===== src/rtl/controller_reader.sv =====
// controller_reader
//
// Reads a serial game pad (latch / shift-clock / serial data protocol) once
// per video frame and presents the eight button states in parallel.
//
// Ports:
//   clk             system clock, all state changes on its rising edge
//   reset           asynchronous active-low reset (0 = in reset)
//   frame_tick      one-cycle pulse per frame requesting a read
//   ctrl_data       serial data from the pad, active-low, asynchronous to clk
//   ctrl_latch      latch strobe to the pad (registered)
//   ctrl_clk        shift clock to the pad (registered)
//   buttons         current button state, active-high
//                   (bit0 A, 1 B, 2 Select, 3 Start, 4 Up, 5 Down, 6 Left, 7 Right)
//   buttons_pressed buttons newly pressed in the latest completed read
//   buttons_valid   one-cycle pulse marking an update of buttons/buttons_pressed
//
// Parameter:
//   HALF_PERIOD     clk cycles per half-period of ctrl_clk, legal 4..1023
//
// state    | meaning
// ---------+---------------------------------------------------------------
// IDLE     | waiting for frame_tick, pad lines low
// LATCH    | ctrl_latch high for 2*HALF_PERIOD cycles, bit 0 sampled on exit
// CLK_HI   | ctrl_clk high for HALF_PERIOD cycles, pad shifts on rising edge
// CLK_LO   | ctrl_clk low for HALF_PERIOD cycles, bit[idx] sampled on exit
// DONE     | one cycle, results and buttons_valid visible, back to IDLE

module controller_reader #(
    parameter int HALF_PERIOD = 150
) (
    input  logic       clk,
    input  logic       reset,
    input  logic       frame_tick,
    input  logic       ctrl_data,
    output logic       ctrl_latch,
    output logic       ctrl_clk,
    output logic [7:0] buttons,
    output logic [7:0] buttons_pressed,
    output logic       buttons_valid
);

    // 11 bits covers the longest interval, 2*1023 cycles of LATCH.
    localparam int CNT_W = 11;
    localparam logic [CNT_W-1:0] HALF_LAST  = CNT_W'(HALF_PERIOD - 1);
    localparam logic [CNT_W-1:0] LATCH_LAST = CNT_W'(2 * HALF_PERIOD - 1);

    typedef enum logic [2:0] {
        IDLE   = 3'd0,
        LATCH  = 3'd1,
        CLK_HI = 3'd2,
        CLK_LO = 3'd3,
        DONE   = 3'd4
    } state_t;

    state_t           state;
    state_t           next_state;
    logic [CNT_W-1:0] cnt;
    logic [CNT_W-1:0] cnt_next;
    logic [2:0]       bit_idx;
    logic [2:0]       idx_next;
    logic [7:0]       shift_reg;
    logic [7:0]       shift_next;
    logic             load_result;
    logic [1:0]       data_sync;
    logic             data_s;

    // Two-flop synchronizer; resets to the released (1) level.
    always_ff @(posedge clk or negedge reset) begin
        if (!reset) begin
            data_sync <= 2'b11;
        end else begin
            data_sync <= {data_sync[0], ctrl_data};
        end
    end

    assign data_s = data_sync[1];

    always_ff @(posedge clk or negedge reset) begin
        if (!reset) begin
            state     <= IDLE;
            cnt       <= '0;
            bit_idx   <= '0;
            shift_reg <= '0;
        end else begin
            state     <= next_state;
            cnt       <= cnt_next;
            bit_idx   <= idx_next;
            shift_reg <= shift_next;
        end
    end

    always_comb begin
        next_state  = state;
        cnt_next    = cnt + CNT_W'(1);
        idx_next    = bit_idx;
        shift_next  = shift_reg;
        load_result = 1'b0;

        case (state)
            IDLE: begin
                cnt_next = '0;
                if (frame_tick) begin
                    next_state = LATCH;
                    idx_next   = 3'd0;
                end
            end
            LATCH: begin
                if (cnt == LATCH_LAST) begin
                    shift_next[0] = data_s;
                    idx_next      = 3'd1;
                    cnt_next      = '0;
                    next_state    = CLK_HI;
                end
            end
            CLK_HI: begin
                if (cnt == HALF_LAST) begin
                    cnt_next   = '0;
                    next_state = CLK_LO;
                end
            end
            CLK_LO: begin
                if (cnt == HALF_LAST) begin
                    shift_next[bit_idx] = data_s;
                    cnt_next            = '0;
                    if (bit_idx == 3'd7) begin
                        next_state  = DONE;
                        load_result = 1'b1;
                    end else begin
                        idx_next   = bit_idx + 3'd1;
                        next_state = CLK_HI;
                    end
                end
            end
            DONE: begin
                // frame_tick is deliberately not looked at here.
                cnt_next   = '0;
                next_state = IDLE;
            end
            default: begin
                cnt_next   = '0;
                next_state = IDLE;
            end
        endcase
    end

    // Pad strobes are registered from the next state so each is high for
    // exactly the cycles its state is occupied, glitch-free and never both.
    always_ff @(posedge clk or negedge reset) begin
        if (!reset) begin
            ctrl_latch <= 1'b0;
            ctrl_clk   <= 1'b0;
        end else begin
            ctrl_latch <= (next_state == LATCH);
            ctrl_clk   <= (next_state == CLK_HI);
        end
    end

    // Results are loaded on the edge entering DONE, from the shift value that
    // already includes bit 7, so buttons, buttons_pressed and buttons_valid
    // all appear together during the DONE cycle.
    always_ff @(posedge clk or negedge reset) begin
        if (!reset) begin
            buttons         <= '0;
            buttons_pressed <= '0;
            buttons_valid   <= 1'b0;
        end else begin
            buttons_valid <= load_result;
            if (load_result) begin
                buttons         <= ~shift_next;
                buttons_pressed <= ~shift_next & ~buttons;
            end
        end
    end

endmodule


===== config.mk =====
export PLATFORM = sky130hd
export DESIGN_NAME = controller_reader
export DESIGN_NICKNAME = d
export VERILOG_FILES = /design/src/rtl/controller_reader.sv
export SDC_FILE = /design/constraint.sdc
export NUM_CORES = 1
export LEC_CHECK = 0
export CAP_MARGIN = 25
export CORE_MARGIN = 4
export CORE_UTILIZATION = 30
export CTS_BUF_LIST = sky130_fd_sc_hd__clkbuf_2
export DETAILED_ROUTE_END_ITERATION = 8
export DONT_BUFFER_PORTS = 1
export SLEW_MARGIN = 25
export SYNTH_ARGS = -nofsm -noshare
export SYNTH_HDL_FRONTEND = slang
export SYNTH_SLANG_ARGS = --single-unit

===== constraint.sdc =====
create_clock -name clk -period 4.85 [get_ports clk]
set_input_delay 0.97 -clock clk [delete_from_list [all_inputs] [get_ports clk]]
set_output_delay 0.97 -clock clk [all_outputs]
set_load 0.01 [all_outputs]

==> summary by stage, run 1 <==
Logic synthesis
In the post-synthesis netlist, the biggest area contributors are sky130_fd_sc_hd__dfrtp_1, sky130_fd_sc_hd__nand2_1, sky130_fd_sc_hd__xnor2_1. For this run, the leading register cell type out of synthesis is sky130_fd_sc_hd__dfrtp_1. The average instance area after synthesis is 10.4 um^2. The adder and majority gate portion of the synthesized area is about 2.3%. The dominant cell type by area after synthesis is sky130_fd_sc_hd__dfrtp_1. For this run, the number of Yosys warnings is 0.

The synthesized netlist devotes 4.08% of its cell area to XOR and XNOR gates. The compound-cell area share of the yosys netlist is approximately 11%. The top cell type's share of synthesized area is 51.3%.

The sequential area share after synthesis is 53.7%. The number of unique standard cell types used by synthesis is 47. The most frequently used cell type in the post-synthesis netlist is sky130_fd_sc_hd__dfrtp_1. The number of nets produced by synthesis is 215. After synthesis the netlist holds a flip-flop and latch count of 46. The cell count after synthesis came out at 207.

The area fraction in and, or, nand and nor cells after synthesis is 24.1%. The share of async-settable or async-resettable flops after synthesis is 100%. In this run the cell area of the synthesized design comes to 2150 um^2. By area, the combinational part of the netlist is dominated by simple AND/OR/NAND/NOR gates.

By count the netlist is led by sky130_fd_sc_hd__dfrtp_1, sky130_fd_sc_hd__nand2_1, sky130_fd_sc_hd__nor2_1, sky130_fd_sc_hd__o21ai_0, sky130_fd_sc_hd__nand3_1. Multiplexer cells account for 1.92% of the synthesized area. The number of synthesized flops with an enable pin is 0.

Floorplan
The die area is 8580 um^2. The core region is 6870 um^2. Once the floorplan was initialized, standard cells occupied 31.3% of the core. Pin placement for this block handled 23 I/O pins. The height of the chip is 92.6 um. The standard-cell row count is 30. The floorplan step set the die width to 92.6 um.

Route
For this run, design rule violations remaining after detail routing come to 0. The number of nets with antenna violations after routing is 0. In the final routed layout, each cell accounts on average for between 10 and 15 um. The starting DRC count in detailed routing is 110. The detailed-route via count is approximately 1,500. The first detailed-routing pass took 4 iterations. The total length of routed wires is 4200 um.

The detail-routed via count per cell is 4.94.

Timing
The hold violation count in the final report is 0. The final-report max-slew violation count is 0. Headroom to the max-slew limit came out at a little over half. The post-route clock skew is 0.0232 ns. The ratio of final minimum period to clock period is 45.0%. The final worst hold slack is 0.184 ns.

The transition time at the pin with the least slew margin is 0.706 ns. For the final routed database, the setup TNS stands at 0 ns. Setup repair after global routing left no endpoint under its margin.

The minimum clock period after layout is 2.18 ns. Setup violations remaining at the end of the flow were counted as 0. Based on the critical path, the design can be clocked at up to 0.458 GHz.

Critical path
The capturing element type of the critical path is a flop. The critical path is of the reg2reg type. The highest net fanout along the worst path is 6. The kind of launch point of the worst setup path is a flop. Walking the worst path, the cells encountered are or3_4 -> nor3_1 -> xnor2_1 -> a21oi_1 -> a311oi_1. The delay contributed by the slowest stage of the critical path is 0.61 ns.

Among all stages on the critical path, the largest delay is contributed by sky130_fd_sc_hd__nor3_1. The required time of the worst setup path is 5.20 ns. The cell family contributing the most delay on the critical path is simple AND/OR/NAND/NOR gates. Counting both buffers and inverters, the worst setup path holds a total of 0. For the worst setup path, the data arrival time is 2.54 ns.

Layout
The layout has 695 filler cells. The register with the most flip-flops in the layout has 11 of them. The growth of design area from synthesis to finish is 7.05%.

In the final design database the tool counted 213 nets. The finished cells cover ~2300 um^2. The register with the most flip-flops is cnt. The fraction of final layout cells with drive strength greater than 1 is between 10 and 15%. The count of antenna diodes in the layout is 0. In the final layout, the multi-input gates occupy 936 um^2. The sequential cells in the finished layout cover a total of 1150 um^2.

CTS
TritonCTS built the clock tree. Clock tree synthesis inserted a total of 5 buffers. The H-tree generated during clock tree synthesis spans 2 levels. The post-cts repair resize count is 0. The total setup buffers inserted after CTS is 0. The CTS sink count is 46. The clock passes through at most 2 buffers.

The clock root buffer master is sky130_fd_sc_hd__clkbuf_2. At the later pin of the worst-skew pair, clock insertion delay measures 0.43 ns. The clock transition time at the flip-flop clock pins of the worst setup and hold paths is 0.25 ns.

The number of buffers inserted for hold repair after clock tree synthesis is 0.

Placement
The count of input and output buffers is 0. The wire-length estimate of the detail-placed layout is 2880 um. In this run the cell area measured after placement is roughly 2200 um^2. At the end of routability-driven placement, the weighted congestion stood at 0.799.

Global route
The initial antenna violation count came to 0. The overflow left after global routing is 0. Entering global routing, the biggest net connects 47 pins. The overall track demand over capacity in global routing is roughly 11%.

The global-route wire length before repair is 7430 um. The via count of the first global-routing pass is 1,463.

Flow run
The number of maximum-capacitance violations is 0.

Min path
The worst hold path belongs to the class in2async.

Power
The power per unit of standard cell area is approximately 260 nW/um^2. The peak supply drop is 0.101 mV. The overall power is 0.607 mW. For this design the static power due to leakage is 1.00 nW.

Run status
The run finished with clean final reports.
-- layout make-up --
type,instances,share of cell area [%]
inverters,6,0.979
flip-flops and latches,46,50.2
well taps,96,5.22
clock buffers,6,1.31
multi-input cells,146,40.7
clock inverters,2,1.63
-- path summary, 6_finish.rpt --
check	startpoint	endpoint	slack, ns	depth (start not counted)
worst min-delay path	reset	shift_reg[5]	0.18	0
max in group asynchronous	reset	data_sync[1]	4.46	0
worst min register to register	data_sync[0]	data_sync[1]	0.41	0
worst max register to register	cnt[6]	ctrl_clk	2.67	5
min in group clk	data_sync[0]	data_sync[1]	0.41	0
worst max-delay path	cnt[6]	ctrl_clk	2.67	5
-- kinds of logic (layout without fill, tap and decap cells) --
family / after synthesis / count (layout)
AO/OA/AOI/OAI: 34 / 34
buffers and inverters: 15 / 14
adder cells (fa/ha/maj): 4 / 4
flip-flops: 46 / 46
multiplexers: 3 / 3
AND/OR/NAND/NOR: 95 / 95
XOR/XNOR: 10 / 10
-- report_power, final --
| part | switching (mW) | leakage [nW] | internal [mW] |
|---|---|---|---|
| clock | 0.128 | 0.0392 | 0.0890 |
| sequential | 0.00186 | 0.609 | 0.386 |
| combinational | 0.000863 | 0.352 | 0.000830 |
-- cells in the final DEF (no fill, tap or decap), types with 2 or more instances in the layout --
| cell type | n |
|---|---|
| sky130_fd_sc_hd__o31ai_2 | 2 |
| sky130_fd_sc_hd__nor2_1 | 18 |
| sky130_fd_sc_hd__nand4_1 | 6 |
| sky130_fd_sc_hd__clkbuf_2 | 6 |
| sky130_fd_sc_hd__mux2_4 | 2 |
| sky130_fd_sc_hd__nor3_1 | 5 |
| sky130_fd_sc_hd__and3_1 | 4 |
| sky130_fd_sc_hd__a31oi_1 | 2 |
| sky130_fd_sc_hd__xnor2_1 | 8 |
| sky130_fd_sc_hd__nand3b_1 | 2 |
| sky130_fd_sc_hd__a311oi_1 | 2 |
| sky130_fd_sc_hd__xor2_1 | 2 |
| sky130_fd_sc_hd__a32o_1 | 2 |
| sky130_fd_sc_hd__nand2_1 | 30 |
| sky130_fd_sc_hd__dfstp_2 | 2 |
| sky130_fd_sc_hd__o31ai_1 | 6 |
| sky130_fd_sc_hd__nor4b_1 | 2 |
| sky130_fd_sc_hd__dfrtp_1 | 44 |
| sky130_fd_sc_hd__and3b_1 | 2 |
| sky130_fd_sc_hd__ha_1 | 4 |
| sky130_fd_sc_hd__inv_1 | 6 |
| sky130_fd_sc_hd__a21oi_1 | 2 |
| sky130_fd_sc_hd__o21ai_0 | 12 |
| sky130_fd_sc_hd__nand3_1 | 11 |
-- per-stage QoR --
stage	utilization (%)	instances	setup slack (ns)
after global placement	32.5	294	2.68
after global routing	33.5	302	2.38
after floorplan	-	207	2.86
after detailed placement	32.5	294	2.60
after CTS	33.5	302	2.58
final	33.5	302	2.67
-- per-layer routing --
metal	part of all wire, %	track usage (%)
met1	46	14.3
met4	1.6	4.03
met2	48	16.9
met5	0	0
met3	4.4	3.33
-- worst register-to-register path, cell delays in order (launching register included) --
cell,delay [ns]
sky130_fd_sc_hd__dfrtp_1,0.50
sky130_fd_sc_hd__or3_4,0.44
sky130_fd_sc_hd__nor3_1,0.61
sky130_fd_sc_hd__xnor2_1,0.22
sky130_fd_sc_hd__a21oi_1,0.10
sky130_fd_sc_hd__a311oi_1,0.25
Note: power is estimated with default switching activity, not from simulation.
==> inputs of run 2 (changes only) <==
==> constraint.sdc (replaced) <==
create_clock -name clk -period 2 [get_ports clk]
set_input_delay 0.4 -clock clk [delete_from_list [all_inputs] [get_ports clk]]
set_output_delay 0.4 -clock clk [all_outputs]
set_load 0.01 [all_outputs]
==> summary by stage, run 2 (synthesis gave the netlist of run 1 again) <==
Layout
The count of antenna diodes in the layout is 0. Compared with the post-synthesis result, the final layout area differs by 18.6%. In the final layout, the share of cells above drive strength 1 is 23.6%. The library cells used most frequently in the layout, excluding fill and tap cells, are sky130_fd_sc_hd__dfrtp_1, sky130_fd_sc_hd__nand2_1, sky130_fd_sc_hd__buf_4, sky130_fd_sc_hd__nor2_1, sky130_fd_sc_hd__o21ai_0. The final instance count without filler cells is about 330.

The most common library cell in the layout ignoring fill and taps is sky130_fd_sc_hd__dfrtp_1. The flip-flop count of the largest register, all copies and words added is 11. The register with the most flip-flops is cnt. At the end of the flow, the number of nets in the layout was 240.

Placement
Including well taps, the total number of placed cells is between 300 and 400. Routability-driven placement finished with a final weighted congestion of 0.814. The wire-length estimate of the detail-placed layout is 3200 um.

The count of input and output buffers is 0.

Route
Dividing the detail-routed wire length by the instance count gives 13.8 um. The first routing iteration left 85 violations. The number of nets with antenna violations after routing is 0.

Dividing the detail-routed via count by the number of cells gives 4.81. The detailed router placed ~1,600 vias in this run. The number of detailed-routing iterations run before antenna repair is 4. The routed design has about 4500 um of wire. After detailed routing, the number of remaining DRC violations is 0.

CTS
After clock tree synthesis, the clock-pin slew on the worst setup and hold paths is 0.24 ns. The clock root buffer master is sky130_fd_sc_hd__clkbuf_2. The tree built by TritonCTS fans out to 46 sinks.

In this run, CTS created clock tree buffers numbering 5. The worst-skew pair later-pin latency is between 0.4 and 0.5 ns. The H-tree was split into 2 levels. In this run the deepest clock path goes through 2 buffers.

TritonCTS built the clock tree.

Critical path
The terminus of the critical flop-to-flop path is buttons_pressed[0]. The capturing element type of the critical path is a flop. The most critical setup path has its endpoint at buttons_pressed[0].

The launch point of the worst reg-to-reg path is state[2]. The worst setup path is launched from a flop. Of all nets on the critical path, the largest fanout is 9. The kind of critical path is reg2reg. The launch point of the critical path is state[2]. For the worst setup path, the data arrival time is 2.25 ns. The logic depth of the worst register-to-register path is 5. At the worst endpoint, the required time is around 2.4 ns.

In this run the register-to-register setup slack is about 0.10 ns.

Timing
The final worst hold slack is 0.364 ns. Dividing the final minimum period by the clock period gives 94.9%. Setup repair after global routing could not meet its margin everywhere.

The final-report max-slew violation count is 0. The setup total negative slack is 0 ns. The number of setup violations in the final report is 0. The worst pin sits at a relative slew slack of between 70 and 80%. The hold violation count in the final report is 0. The minimum clock period after layout is 1.90 ns. The clock arrives with 0.0229 ns of skew.

At the pin with the least slew margin, the transition time is roughly 0.37 ns. Static timing analysis puts the maximum clock frequency at 0.527 GHz.

Floorplan
The die is 92.6 um wide. For this configuration, the core starts out at a cell density of 31.3%. Row generation in the floorplan step produced 30 rows. In this run the vertical extent of the chip is 92.6 um. The region available for standard cell placement spans 6870 um^2. The die covers 8580 um^2. The number of top-level pins is 23.

Power
IR analysis of the VDD net gives a maximum drop of ~0.19 mV. The design draws 1.36 mW. The power per unit of standard cell area is 534 nW/um^2. The leakage power of the design is 1.14 nW.

Min path
The type of the tightest min-delay check is reg2reg. The startpoint identified for the worst hold timing path is data_sync[0].

Global route
The initial antenna violation count was 0. The overflow left after global routing is 0. The largest net degree at the start of global routing is 47.

The first global-routing pass estimated 7910 um of wire. Global routing used 11.3% of the available tracks. The via count of the first global-routing pass is approximately 1,700.

Run status
The run finished with clean final reports.

Flow run
The number of maximum-capacitance violations is 0.
[run 2: power by group]
| part | total, mW | internal (mW) | switching (mW) | leakage (nW) |
|---|---|---|---|---|
| Sequential | 0.939 | 0.937 | 0.00276 | 0.609 |
| Combinational | 0.0351 | 0.0116 | 0.0235 | 0.502 |
| Clock | 0.385 | 0.0922 | 0.293 | 0.0330 |
[run 2: per-layer routing]
| layer | global-route usage [%] | vias up | wire length (um) | share of wire [%] |
|---|---|---|---|---|
| met5 | 0 | - | 0 | 0 |
| met4 | 5.37 | 0 | 108 | 2.4 |
| met3 | 2.52 | 9 | 181 | 4.0 |
| met2 | 17.8 | 22 | 2130 | 47 |
| met1 | 14.7 | 770 | 2130 | 47 |
| li1 | - | 783 | - | - |
[run 2: area by class of cell]
cell class | count | area [um^2]
clock buffers | 6 | 30.0
clock inverters | 2 | 13.8
fillers | 702 | 4320
inverters | 6 | 22.5
multi-input cells | 146 | 980
flip-flops and latches | 46 | 1150
well taps | 96 | 120
repair buffers | 27 | 228
[run 2: worst max-delay path, stage by stage (launching register included)]
cell and delay [ns]:
sky130_fd_sc_hd__dfrtp_1 0.52, sky130_fd_sc_hd__or3b_1 0.42, sky130_fd_sc_hd__and4b_1 0.31, sky130_fd_sc_hd__a211oi_1 0.06, sky130_fd_sc_hd__a211o_1 0.32, sky130_fd_sc_hd__o31ai_2 0.22
[run 2: what timing repair did]
item	in CTS	in global routing
setup buffers	0	2
gates resized for setup	0	9
endpoints found under the setup margin	0	22
hold endpoints to repair	47	0
hold buffers	3	0
[run 2: worst min-delay path by stage]
| stage | end | cells past startpoint |
|---|---|---|
| final | data_sync[1] | 0 |
| after global routing | data_sync[1] | 0 |
| after CTS | data_sync[1] | 0 |
| after detailed placement | buttons_valid | 0 |
| after global placement | buttons_valid | 0 |
| after floorplan | bit_idx[0] | 0 |
[run 2: through the flow]
stage | instance area, um^2 | utilization (%) | setup slack (ns)
detailed placement | 2400 | 34.9 | 0.114
CTS | 2490 | 36.2 | 0.0661
global placement | 2400 | 34.9 | 0.134
global route | 2550 | 37.1 | -0.0161
finish | 2550 | 37.1 | 0.102
floorplan | 2150 | - | 0.112
